$ cat src/rtl/ysyx_22040088_lsu_if.sv
// Data-memory bus between the LSU (master) and the data memory (slave).
// Request phase: mem_req held with stable fields until mem_gnt.
// Response phase: a single mem_rvalid beat carries read data or the write ack.
interface ysyx_22040088_lsu_if;
  logic        mem_req;
  logic        mem_we;
  logic [63:0] mem_addr;
  logic [63:0] mem_wdata;
  logic [7:0]  mem_wstrb;
  logic        mem_gnt;
  logic        mem_rvalid;
  logic [63:0] mem_rdata;

  modport master (
    output mem_req, mem_we, mem_addr, mem_wdata, mem_wstrb,
    input  mem_gnt, mem_rvalid, mem_rdata
  );

  modport slave (
    input  mem_req, mem_we, mem_addr, mem_wdata, mem_wstrb,
    output mem_gnt, mem_rvalid, mem_rdata
  );
endinterface

$ cat src/rtl/ysyx_22040088_lsu.sv
// Load/store unit: one non-pipelined access on a 64-bit data bus.
// Accepts a decoded memory op, checks mask/alignment, steers store data and
// strobes into byte lanes, and extends the returned load lane for writeback.
// All outputs except in_ready are registered; their next values are derived
// from next_state so they line up with the state they belong to.
module ysyx_22040088_lsu (
  input  logic                       clk,
  input  logic                       rst,
  input  logic                       in_valid,
  output logic                       in_ready,
  input  logic                       mem_ena,
  input  logic                       mem_wen,
  input  logic [3:0]                 mem_mask,
  input  logic [2:0]                 sel_rfres,
  input  logic [63:0]                addr,
  input  logic [63:0]                wdata,
  output logic                       out_valid,
  output logic [63:0]                out_rdata,
  output logic                       out_err,
  ysyx_22040088_lsu_if.master        bus
);

  typedef enum logic [1:0] {S_IDLE, S_REQ, S_WAIT, S_DONE} state_t;

  // Fields of the accepted op needed when the response comes back.
  typedef struct packed {
    logic       wen;
    logic [3:0] mask;
    logic       sext;
    logic [2:0] off;
  } req_t;

  state_t      state, next_state;
  req_t        req_q;

  logic        accept;
  logic        align_ok;
  logic        acc_err;
  logic [7:0]  size_strb;
  logic [63:0] lane_data;
  logic [63:0] load_ext;

  logic        mem_req_d, mem_we_d, out_valid_d, out_err_d;
  logic [7:0]  mem_wstrb_d;
  logic [63:0] mem_addr_d, mem_wdata_d, out_rdata_d;

  // Only the sign-extend bit changes the result; zero-extend is the fallback.
  logic        unused_sel;
  assign unused_sel = sel_rfres[0] ^ sel_rfres[2];

  assign in_ready = (state == S_IDLE);
  assign accept   = in_valid & mem_ena & in_ready;

  // Size decode: alignment test and the unshifted strobe pattern per size.
  always_comb begin
    align_ok  = 1'b0;
    size_strb = 8'h00;
    case (mem_mask)
      4'b0001: begin align_ok = (addr[2:0] == 3'd0); size_strb = 8'hFF; end
      4'b0010: begin align_ok = (addr[1:0] == 2'd0); size_strb = 8'h0F; end
      4'b0100: begin align_ok = ~addr[0];            size_strb = 8'h03; end
      4'b1000: begin align_ok = 1'b1;                size_strb = 8'h01; end
      default: begin align_ok = 1'b0;                size_strb = 8'h00; end
    endcase
    acc_err = ~$onehot(mem_mask) | ~align_ok;
  end

  // Load path: bring the addressed lane down to bit 0, then extend by size.
  always_comb begin
    lane_data = bus.mem_rdata >> {req_q.off, 3'b000};
    load_ext  = lane_data;
    case (req_q.mask)
      4'b0010: load_ext = {{32{req_q.sext & lane_data[31]}}, lane_data[31:0]};
      4'b0100: load_ext = {{48{req_q.sext & lane_data[15]}}, lane_data[15:0]};
      4'b1000: load_ext = {{56{req_q.sext & lane_data[7]}},  lane_data[7:0]};
      default: load_ext = lane_data;
    endcase
  end

  // State register.
  always_ff @(posedge clk) begin
    if (rst) state <= S_IDLE;
    else     state <= next_state;
  end

  // Next-state logic; rvalid outside WAIT is deliberately ignored.
  always_comb begin
    next_state = state;
    case (state)
      S_IDLE:  if (accept) next_state = acc_err ? S_DONE : S_REQ;
      S_REQ:   if (bus.mem_gnt) next_state = S_WAIT;
      S_WAIT:  if (bus.mem_rvalid) next_state = S_DONE;
      S_DONE:  next_state = S_IDLE;
      default: next_state = S_IDLE;
    endcase
  end

  // Output logic: next values of the registered bus and completion outputs.
  always_comb begin
    mem_req_d   = (next_state == S_REQ);
    out_valid_d = (next_state == S_DONE);
    out_err_d   = (state == S_IDLE) & (next_state == S_DONE);
    out_rdata_d = 64'd0;
    if ((state == S_WAIT) && (next_state == S_DONE) && !req_q.wen)
      out_rdata_d = load_ext;
    mem_we_d    = bus.mem_we;
    mem_addr_d  = bus.mem_addr;
    mem_wdata_d = bus.mem_wdata;
    mem_wstrb_d = bus.mem_wstrb;
    if (accept && !acc_err) begin
      mem_we_d    = mem_wen;
      mem_addr_d  = {addr[63:3], 3'b000};
      mem_wdata_d = wdata << {addr[2:0], 3'b000};
      mem_wstrb_d = mem_wen ? (size_strb << addr[2:0]) : 8'h00;
    end
  end

  // Output registers; bus fields only change on acceptance so they stay stable in REQ.
  always_ff @(posedge clk) begin
    if (rst) begin
      bus.mem_req   <= 1'b0;
      bus.mem_we    <= 1'b0;
      bus.mem_wstrb <= 8'h00;
      bus.mem_addr  <= 64'd0;
      bus.mem_wdata <= 64'd0;
      out_valid     <= 1'b0;
      out_err       <= 1'b0;
      out_rdata     <= 64'd0;
    end else begin
      bus.mem_req   <= mem_req_d;
      bus.mem_we    <= mem_we_d;
      bus.mem_wstrb <= mem_wstrb_d;
      bus.mem_addr  <= mem_addr_d;
      bus.mem_wdata <= mem_wdata_d;
      out_valid     <= out_valid_d;
      out_err       <= out_err_d;
      out_rdata     <= out_rdata_d;
    end
  end

  // Capture what the response phase needs from the accepted op.
  always_ff @(posedge clk) begin
    if (rst) begin
      req_q <= '0;
    end else if (accept) begin
      req_q.wen  <= mem_wen;
      req_q.mask <= mem_mask;
      req_q.sext <= sel_rfres[1];
      req_q.off  <= addr[2:0];
    end
  end

endmodule

$ cat src/flat_wrapper.sv
// flat-port wrapper written by rule: the top's interface ports become plain ports
module ysyx_22040088_lsu_flat 
  (clk, rst, in_valid, in_ready, mem_ena, mem_wen, mem_mask, sel_rfres, addr, wdata, out_valid, out_rdata, out_err, bus_mem_req, bus_mem_we, bus_mem_addr, bus_mem_wdata, bus_mem_wstrb, bus_mem_gnt, bus_mem_rvalid, bus_mem_rdata);
  ysyx_22040088_lsu_if bus_i ();
  input  logic clk;
  input  logic rst;
  input  logic in_valid;
  output logic in_ready;
  input  logic mem_ena;
  input  logic mem_wen;
  input  logic [3:0] mem_mask;
  input  logic [2:0] sel_rfres;
  input  logic [63:0] addr;
  input  logic [63:0] wdata;
  output logic out_valid;
  output logic [63:0] out_rdata;
  output logic out_err;
  output wire logic [$bits(bus_i.mem_req)-1:0] bus_mem_req;
  output wire logic [$bits(bus_i.mem_we)-1:0] bus_mem_we;
  output wire logic [$bits(bus_i.mem_addr)-1:0] bus_mem_addr;
  output wire logic [$bits(bus_i.mem_wdata)-1:0] bus_mem_wdata;
  output wire logic [$bits(bus_i.mem_wstrb)-1:0] bus_mem_wstrb;
  input wire logic [$bits(bus_i.mem_gnt)-1:0] bus_mem_gnt;
  input wire logic [$bits(bus_i.mem_rvalid)-1:0] bus_mem_rvalid;
  input wire logic [$bits(bus_i.mem_rdata)-1:0] bus_mem_rdata;
  assign bus_mem_req = bus_i.mem_req;
  assign bus_mem_we = bus_i.mem_we;
  assign bus_mem_addr = bus_i.mem_addr;
  assign bus_mem_wdata = bus_i.mem_wdata;
  assign bus_mem_wstrb = bus_i.mem_wstrb;
  assign bus_i.mem_gnt = bus_mem_gnt;
  assign bus_i.mem_rvalid = bus_mem_rvalid;
  assign bus_i.mem_rdata = bus_mem_rdata;
  ysyx_22040088_lsu u_core (.clk(clk), .rst(rst), .in_valid(in_valid), .in_ready(in_ready), .mem_ena(mem_ena), .mem_wen(mem_wen), .mem_mask(mem_mask), .sel_rfres(sel_rfres), .addr(addr), .wdata(wdata), .out_valid(out_valid), .out_rdata(out_rdata), .out_err(out_err), .bus(bus_i));
endmodule
$ cat config.mk
export PLATFORM = sky130hd
export DESIGN_NAME = ysyx_22040088_lsu_flat
export DESIGN_NICKNAME = d
export VERILOG_FILES = /design/src/rtl/ysyx_22040088_lsu_if.sv /design/src/rtl/ysyx_22040088_lsu.sv /design/src/flat_wrapper.sv
export SDC_FILE = /design/constraint.sdc
export NUM_CORES = 1
export LEC_CHECK = 0
export ABC_AREA = 1
export BUFFER_PORTS_ARGS = -buffer_cell sky130_fd_sc_hd__buf_2
export CORE_ASPECT_RATIO = 0.6
export CORE_UTILIZATION = 45
export DETAILED_ROUTE_END_ITERATION = 8
export PLACE_DENSITY = 0.86
export SLEW_MARGIN = 40
export SYNTH_ARGS = -nofsm -noshare
export SYNTH_HDL_FRONTEND = slang
export SYNTH_SLANG_ARGS = --single-unit
$ cat constraint.sdc
create_clock -name clk -period 2.8 [get_ports clk]
set_clock_uncertainty 0.15 [all_clocks]
set_input_delay 0.56 -clock clk [delete_from_list [all_inputs] [get_ports clk]]
set_output_delay 0.56 -clock clk [all_outputs]
set_load 0.005 [all_outputs]
==> Word level (Yosys, flattened, before mapping) <==
Index checks and enable logic that the tools add are counted.
{ "totals": {"register_bits": 212, "input_bits": 206, "out_inout_bits": 205, "word_cells": 61} }
{ "classes": {"add_sub_neg": 3, "n_eq_ne": 13, "shifts": 3, "mux": 9, "bitwise": 11, "n_reduce_logical": 9} }
{ "ops": {"columns": ["op", "n"], "rows": [
  ["case mux 64 bit (3 select lines)", 1],
  ["<< shifter 64 x 6 -> 64 bit", 1],
  [">> shifter 64 x 6 -> 64 bit", 1],
  ["case mux 8 bit (4 select lines)", 1],
  ["== test 4 x 2 -> 1 bit, second input constant", 2],
  ["== test 4 x 3 -> 1 bit, second input constant", 2],
  ["== test 4 bit, second input constant", 2],
  ["2-to-1 mux 2 bit", 4],
  ["2-to-1 mux 8 bit", 1],
  ["case mux 2 bit (4 select lines)", 1],
  ["<< shifter 8 x 3 -> 8 bit", 1],
  ["bitwise AND 1 bit", 6],
  ["== test 2 bit, second input constant", 3],
  ["adder 1 x 1 -> 2 bit", 2],
  ["== test 2 x 1 -> 1 bit, second input constant", 2],
  ["== test 4 x 1 -> 1 bit, second input constant", 1],
  ["logical NOT 2 bit", 2],
  ["inverter 1 bit", 4],
  ["case mux 1 bit (4 select lines)", 1],
  ["adder 3 bit", 1],
  ["== test 3 x 1 -> 1 bit, second input constant", 1],
  ["logical AND 1 bit", 3],
  ["logical NOT 3 bit", 1],
  ["logical NOT 1 bit", 2],
  ["other kinds (2)", 2]
]} }

==> Logic depth before layout (Yosys ltp) <==
{ "logic_depth": {"depth_word": 13, "depth_mapped": 13, "mapped_depth_nobuf": 10} }

==> Least setup slack after synthesis <==
No wires, ideal clock.
{ "synth_path": {"kind": "input to register", "start": "input mem_mask[2]", "end": "register u_core.bus.mem_wdata[59]", "setup_ps": 116, "arrival_time_ps": 2556, "required_time_ps": 2534, "path_slack_ps": -22, "path_stages": 10, "path_buffers": 2, "cell_sequence": "inv_1 -> ha_1 -> ha_1 -> fa_1 -> nor3b_1 -> nand3_4 -> buf_2 -> buf_2 -> a21oi_1 -> nor2_1"} }
{ "synth_between": {"elab_chain_cells": 7, "word_cells_on_any_way": 13, "cone_classes": "add/sub (2); eq/ne (5); mux (1); bitwise (3); reduce/logical (2)"} }
{ "synth_rtl": {"columns": ["element", "line_no", "source"], "rows": [
  ["from (decl)", "flat_wrapper.sv:11", "input logic [3:0] mem_mask;"],
  ["adder 1 x 1 -> 2 bit (implied by the code)", "ysyx_22040088_lsu.sv:65", "acc_err = ~$onehot(mem_mask) | ~align_ok;"],
  ["adder 3 bit (implied by the code)", "ysyx_22040088_lsu.sv:65", null],
  ["== test 3 x 1 -> 1 bit", "ysyx_22040088_lsu.sv:65", null],
  ["inverter 1 bit", "ysyx_22040088_lsu.sv:65", null],
  ["OR 1 bit *", "ysyx_22040088_lsu.sv:65", null],
  ["logical NOT 1 bit *", "ysyx_22040088_lsu.sv:110", "if (accept && !acc_err) begin"],
  ["logical AND 1 bit *", "ysyx_22040088_lsu.sv:110", null],
  ["to (signal assigned)", "ysyx_22040088_lsu.sv:134", "bus.mem_wdata <= mem_wdata_d;"],
  ["to (decl)", "ysyx_22040088_lsu_if.sv:15", "output mem_req, mem_we, mem_addr, mem_wdata, mem_wstrb,"]
]} }
Every way passes the cells marked *; elsewhere a longest branch is shown, timed or not.
A chain may end at the register's enable or synchronous reset.

==> Worst setup path after layout <==
{ "layout_path": {"start": "input mem_mask[2]", "end": "register u_core.bus.mem_addr[9]"} }
{ "layout_between": {"elab_chain_cells": 7, "word_cells_on_any_way": 13, "cone_classes": "add/sub (2); eq/ne (5); mux (1); bitwise (3); reduce/logical (2)"} }
{ "layout_rtl": {"columns": ["element", "line_no", "source"], "rows": [
  ["adder 1 x 1 -> 2 bit (implied by the code)", "ysyx_22040088_lsu.sv:65", null],
  ["adder 3 bit (implied by the code)", "ysyx_22040088_lsu.sv:65", null],
  ["== test 3 x 1 -> 1 bit", "ysyx_22040088_lsu.sv:65", null],
  ["inverter 1 bit", "ysyx_22040088_lsu.sv:65", null],
  ["OR 1 bit *", "ysyx_22040088_lsu.sv:65", null],
  ["logical NOT 1 bit *", "ysyx_22040088_lsu.sv:110", null],
  ["logical AND 1 bit *", "ysyx_22040088_lsu.sv:110", null],
  ["to (signal assigned)", "ysyx_22040088_lsu.sv:133", "bus.mem_addr <= mem_addr_d;"],
  ["to (decl)", "ysyx_22040088_lsu_if.sv:15", null]
]} }
Marked as above.

==> metrics.md <==
| Metric | Value |
|---|---|
| Area grow syn2layout | 26.9% |
| Synth Instances | 1733 |
| Worst-path clk slew | 0.07 ns |
| Synth Area in XOR/XNOR | 0 |
| Actual slew at the worst max-slew pin | 0.755 ns |
| CP max FO | 13 |
| Main synth FF type | dfxtp_1 |
| Core Util, Final | 0.585 |
| Ratio of cells with drive above 1 in the final layout | 0.257 |
| Net count, final | 2289 |
| CTS max path bufs | 3 |
| Endpoints failing hold | 0 |
| Area post-placement | 0.0135 mm2 |
| Commonest cells in the synthesized netlist | nand2_1, dfxtp_1, o21ai_0, a21oi_1 |
| DR iter-0 viols | 1503 |
| First-pass detailed-route iteration total | 6 |
| Routed Antenna Nets | 0 |
| Peak supply drop | 0.519 mV |
| Path type of the worst min-delay path | input pin to flip-flop |
| Max-Cap Viols | 0 |
| Layout Cells excl Fill | 2417 |
| Clock insertion delay at the later pin of the skew report | 0.51 ns |
| Max Clk Rate | 388 MHz |
| Pre-CTS WS | -0.259 ns |
| Die X | 206 um |
| Cell taking the most area after synthesis | dfxtp_1 |
| CTS Buf Count | 22 |
| Fin crit period | 2.58 ns |
| Core box area | 0.0243 mm2 |
| Post-synth EDFFs | 0 |
| Synth Area in Adders | 0.0118 |
| Data arrival, critical path | 2.77 ns |
| Largest net degree at the start of global routing | 75 |
| Detailed-route via count | 13000 |
| Static Leakage | 7.32 nW |
| Final setup viols | 0 |
| DR vias/cell | 5.38 |
| Final WS setup | 0.225 ns |
| Drt drc | 0 |
| TritonCTS clock tree | done |
| PortBufs | 405 |
| Average instance area after synthesis | 6.47 um2 |
| H-tree depth | 1 |
| Postcts setup bufs | 0 |
| Most common cell in the synthesized netlist | nand2_1 |
| Antenna violations before repair | 6 |
| #FFs+latches synth | 212 |
| Run status | completed |
| Die height | 124 um |
| Total GRT Usage | 0.305 |
| Ys Warns | 0 |
| Tcrit/Tclk final | 0.920 |
| Pwr per Cell Area | 518 mW/mm2 |
| Mux share of post-synthesis cell area | 0 |
| Vias in the first global route | 11600 |
| Gr ovfl total | 0 |
| Largest family of logic cells by synthesized area | simple AND/OR/NAND/NOR gates |
| Detailed Place HPWL | 30.2 mm |
| RSZ-0062 raised after global routing | no |
| Synth Area in Compound Gates | 0.179 |
| Synth Area in Simple Gates | 0.324 |
| Crit path required time | 3.00 ns |
| Sink Count | 212 |
| Die ar. | 0.0256 mm2 |
| Setup TNS | 0 ns |
| Placed cell count | 2371 |
| Site row count | 44 |
| Clock root buffer | clkbuf_16 |
| Crit Path Class | input pin to flip-flop |
| Global-route wire length before repair | 61.7 mm |
| Final Max Tran Viols | 0 |
| Crit path launch type | input pin |
| Top cells by area, synth | dfxtp_1, nand2_1, o21ai_0 |
| Setup crit end kind | flip-flop |
| Ys async rst share | 0 |
| Post-route cell area | 0.0142 mm2 |
| Routed wire length | 40.6 mm |
| Synth unique cells | 34 |
| Max transition margin | 0.497 |
| Sequential share of the synthesized area | 0.379 |
| Starting Density | 0.461 |
| Post-CTS Resized | 0 |
| I/O Pins | 411 |
| Top-area cell type share of the netlist area | 0.379 |
| WL per Instance | 16.8 um |
| Gp weighted congestion | 0.993 |
| Hold buffers post-CTS | 0 |
| Synthesized area | 0.0112 mm2 |
## critical path, stage by stage
cell and delay [ns]:
buf_2 0.09, inv_1 0.05, ha_1 0.30, ha_1 0.23, fa_1 0.46, nor3b_2 0.30, nand3_4 0.12, buf_12 0.17
buf_12 0.14, buf_4 0.17, nand2_1 0.09, a21oi_1 0.08
## logic make-up (layout without fill, tap and decap cells)
kind of cell / count (synthesis) / in the layout
other: 1 / 11
AOI/OAI and AO/OA: 376 / 376
and+or+nand+nor: 872 / 872
buffers and inverters: 262 / 614
DFF: 212 / 212
adders and majority gates: 10 / 10
## layout by cell type (no fill, tap or decap), types with 2 or more instances in the layout
master      instances
nand3_2             3
or2_2              23
nand4_1            33
clkinv_2            5
a21oi_1           148
nor2_1            118
nand2_1           561
nor2_2              2
conb_1              3
a21boi_0            4
o21ai_0           178
dfxtp_1           211
clkbuf_16          23
buf_4              38
nand2_2             2
or2_0               3
inv_2               7
inv_1             111
clkbuf_8            3
o211ai_1           43
and2_1              4
ha_1                9
diode_2             8
clkinvlp_4          5
nand3_1           118
buf_2             404
buf_12             14
## through the flow
step | power, mW | hold slack [ns]
after detailed placement | 4.48 | 0.301
after floorplan | 4.03 | 0.303
after global routing | 7.70 | 0.126
final | 7.37 | 0.132
after global placement | 4.45 | 0.300
after CTS | 7.39 | 0.114
## flip-flops by register name, summed over array words and instances, names as in the netlist
| name | cells |
|---|---|
| u_core.bus.mem_we | 1 |
| u_core.state | 2 |
| u_core.out_valid | 1 |
| u_core.out_err | 1 |
| u_core.bus.mem_wstrb | 8 |
| u_core.bus.mem_req | 1 |
| u_core.bus.mem_addr | 61 |
| u_core.bus.mem_wdata | 64 |
| u_core.out_rdata | 64 |
| u_core.req_q | 9 |
## power breakdown
part | switching [mW] | internal, mW | leakage, nW
Clock | 1.26 | 1.67 | 0.341
Combinational | 0.854 | 0.503 | 5.27
Sequential | 0.0262 | 3.06 | 1.71
## metal layers
layer  track usage  vias up  share of wire  wire length [um]
met5             0        -              0                 0
met4        0.0950        0          0.029              1170
met3        0.0869       74           0.11              4660
met2         0.463      753           0.43             17600
met1         0.416     5893           0.42             17200
li1              -     6288              -                 -
## path summary, 6_finish.rpt
check / startpoint / slack (ns) / depth (start not counted) / endpoint
setup / recovery: mem_mask[2] / 0.22 / 12 / u_core.bus.mem_addr[9]$_SDFFE_PP0P_
setup reg to reg: u_core.req_q[4]$_SDFFE_PP0P_ / 0.50 / 8 / u_core.out_rdata[23]$_SDFF_PP0_
hold / removal: addr[61] / 0.13 / 3 / u_core.bus.mem_addr[61]$_SDFFE_PP0P_
hold reg to reg: u_core.bus.mem_wstrb[4]$_SDFFE_PP0P_ / 0.31 / 2 / u_core.bus.mem_wstrb[4]$_SDFFE_PP0P_
## cell type report
class / count / area (um2)
inverters: 120 / 452
multi-input cells: 1261 / 5800
fillers: 2308 / 10100
clock buffers: 27 / 621
repair buffers: 456 / 2590
flip-flops and latches: 212 / 4250
well taps: 322 / 403
clock inverters: 11 / 96.3
diodes: 8 / 20.0
No activity file was read; power rests on OpenSTA's default activity.
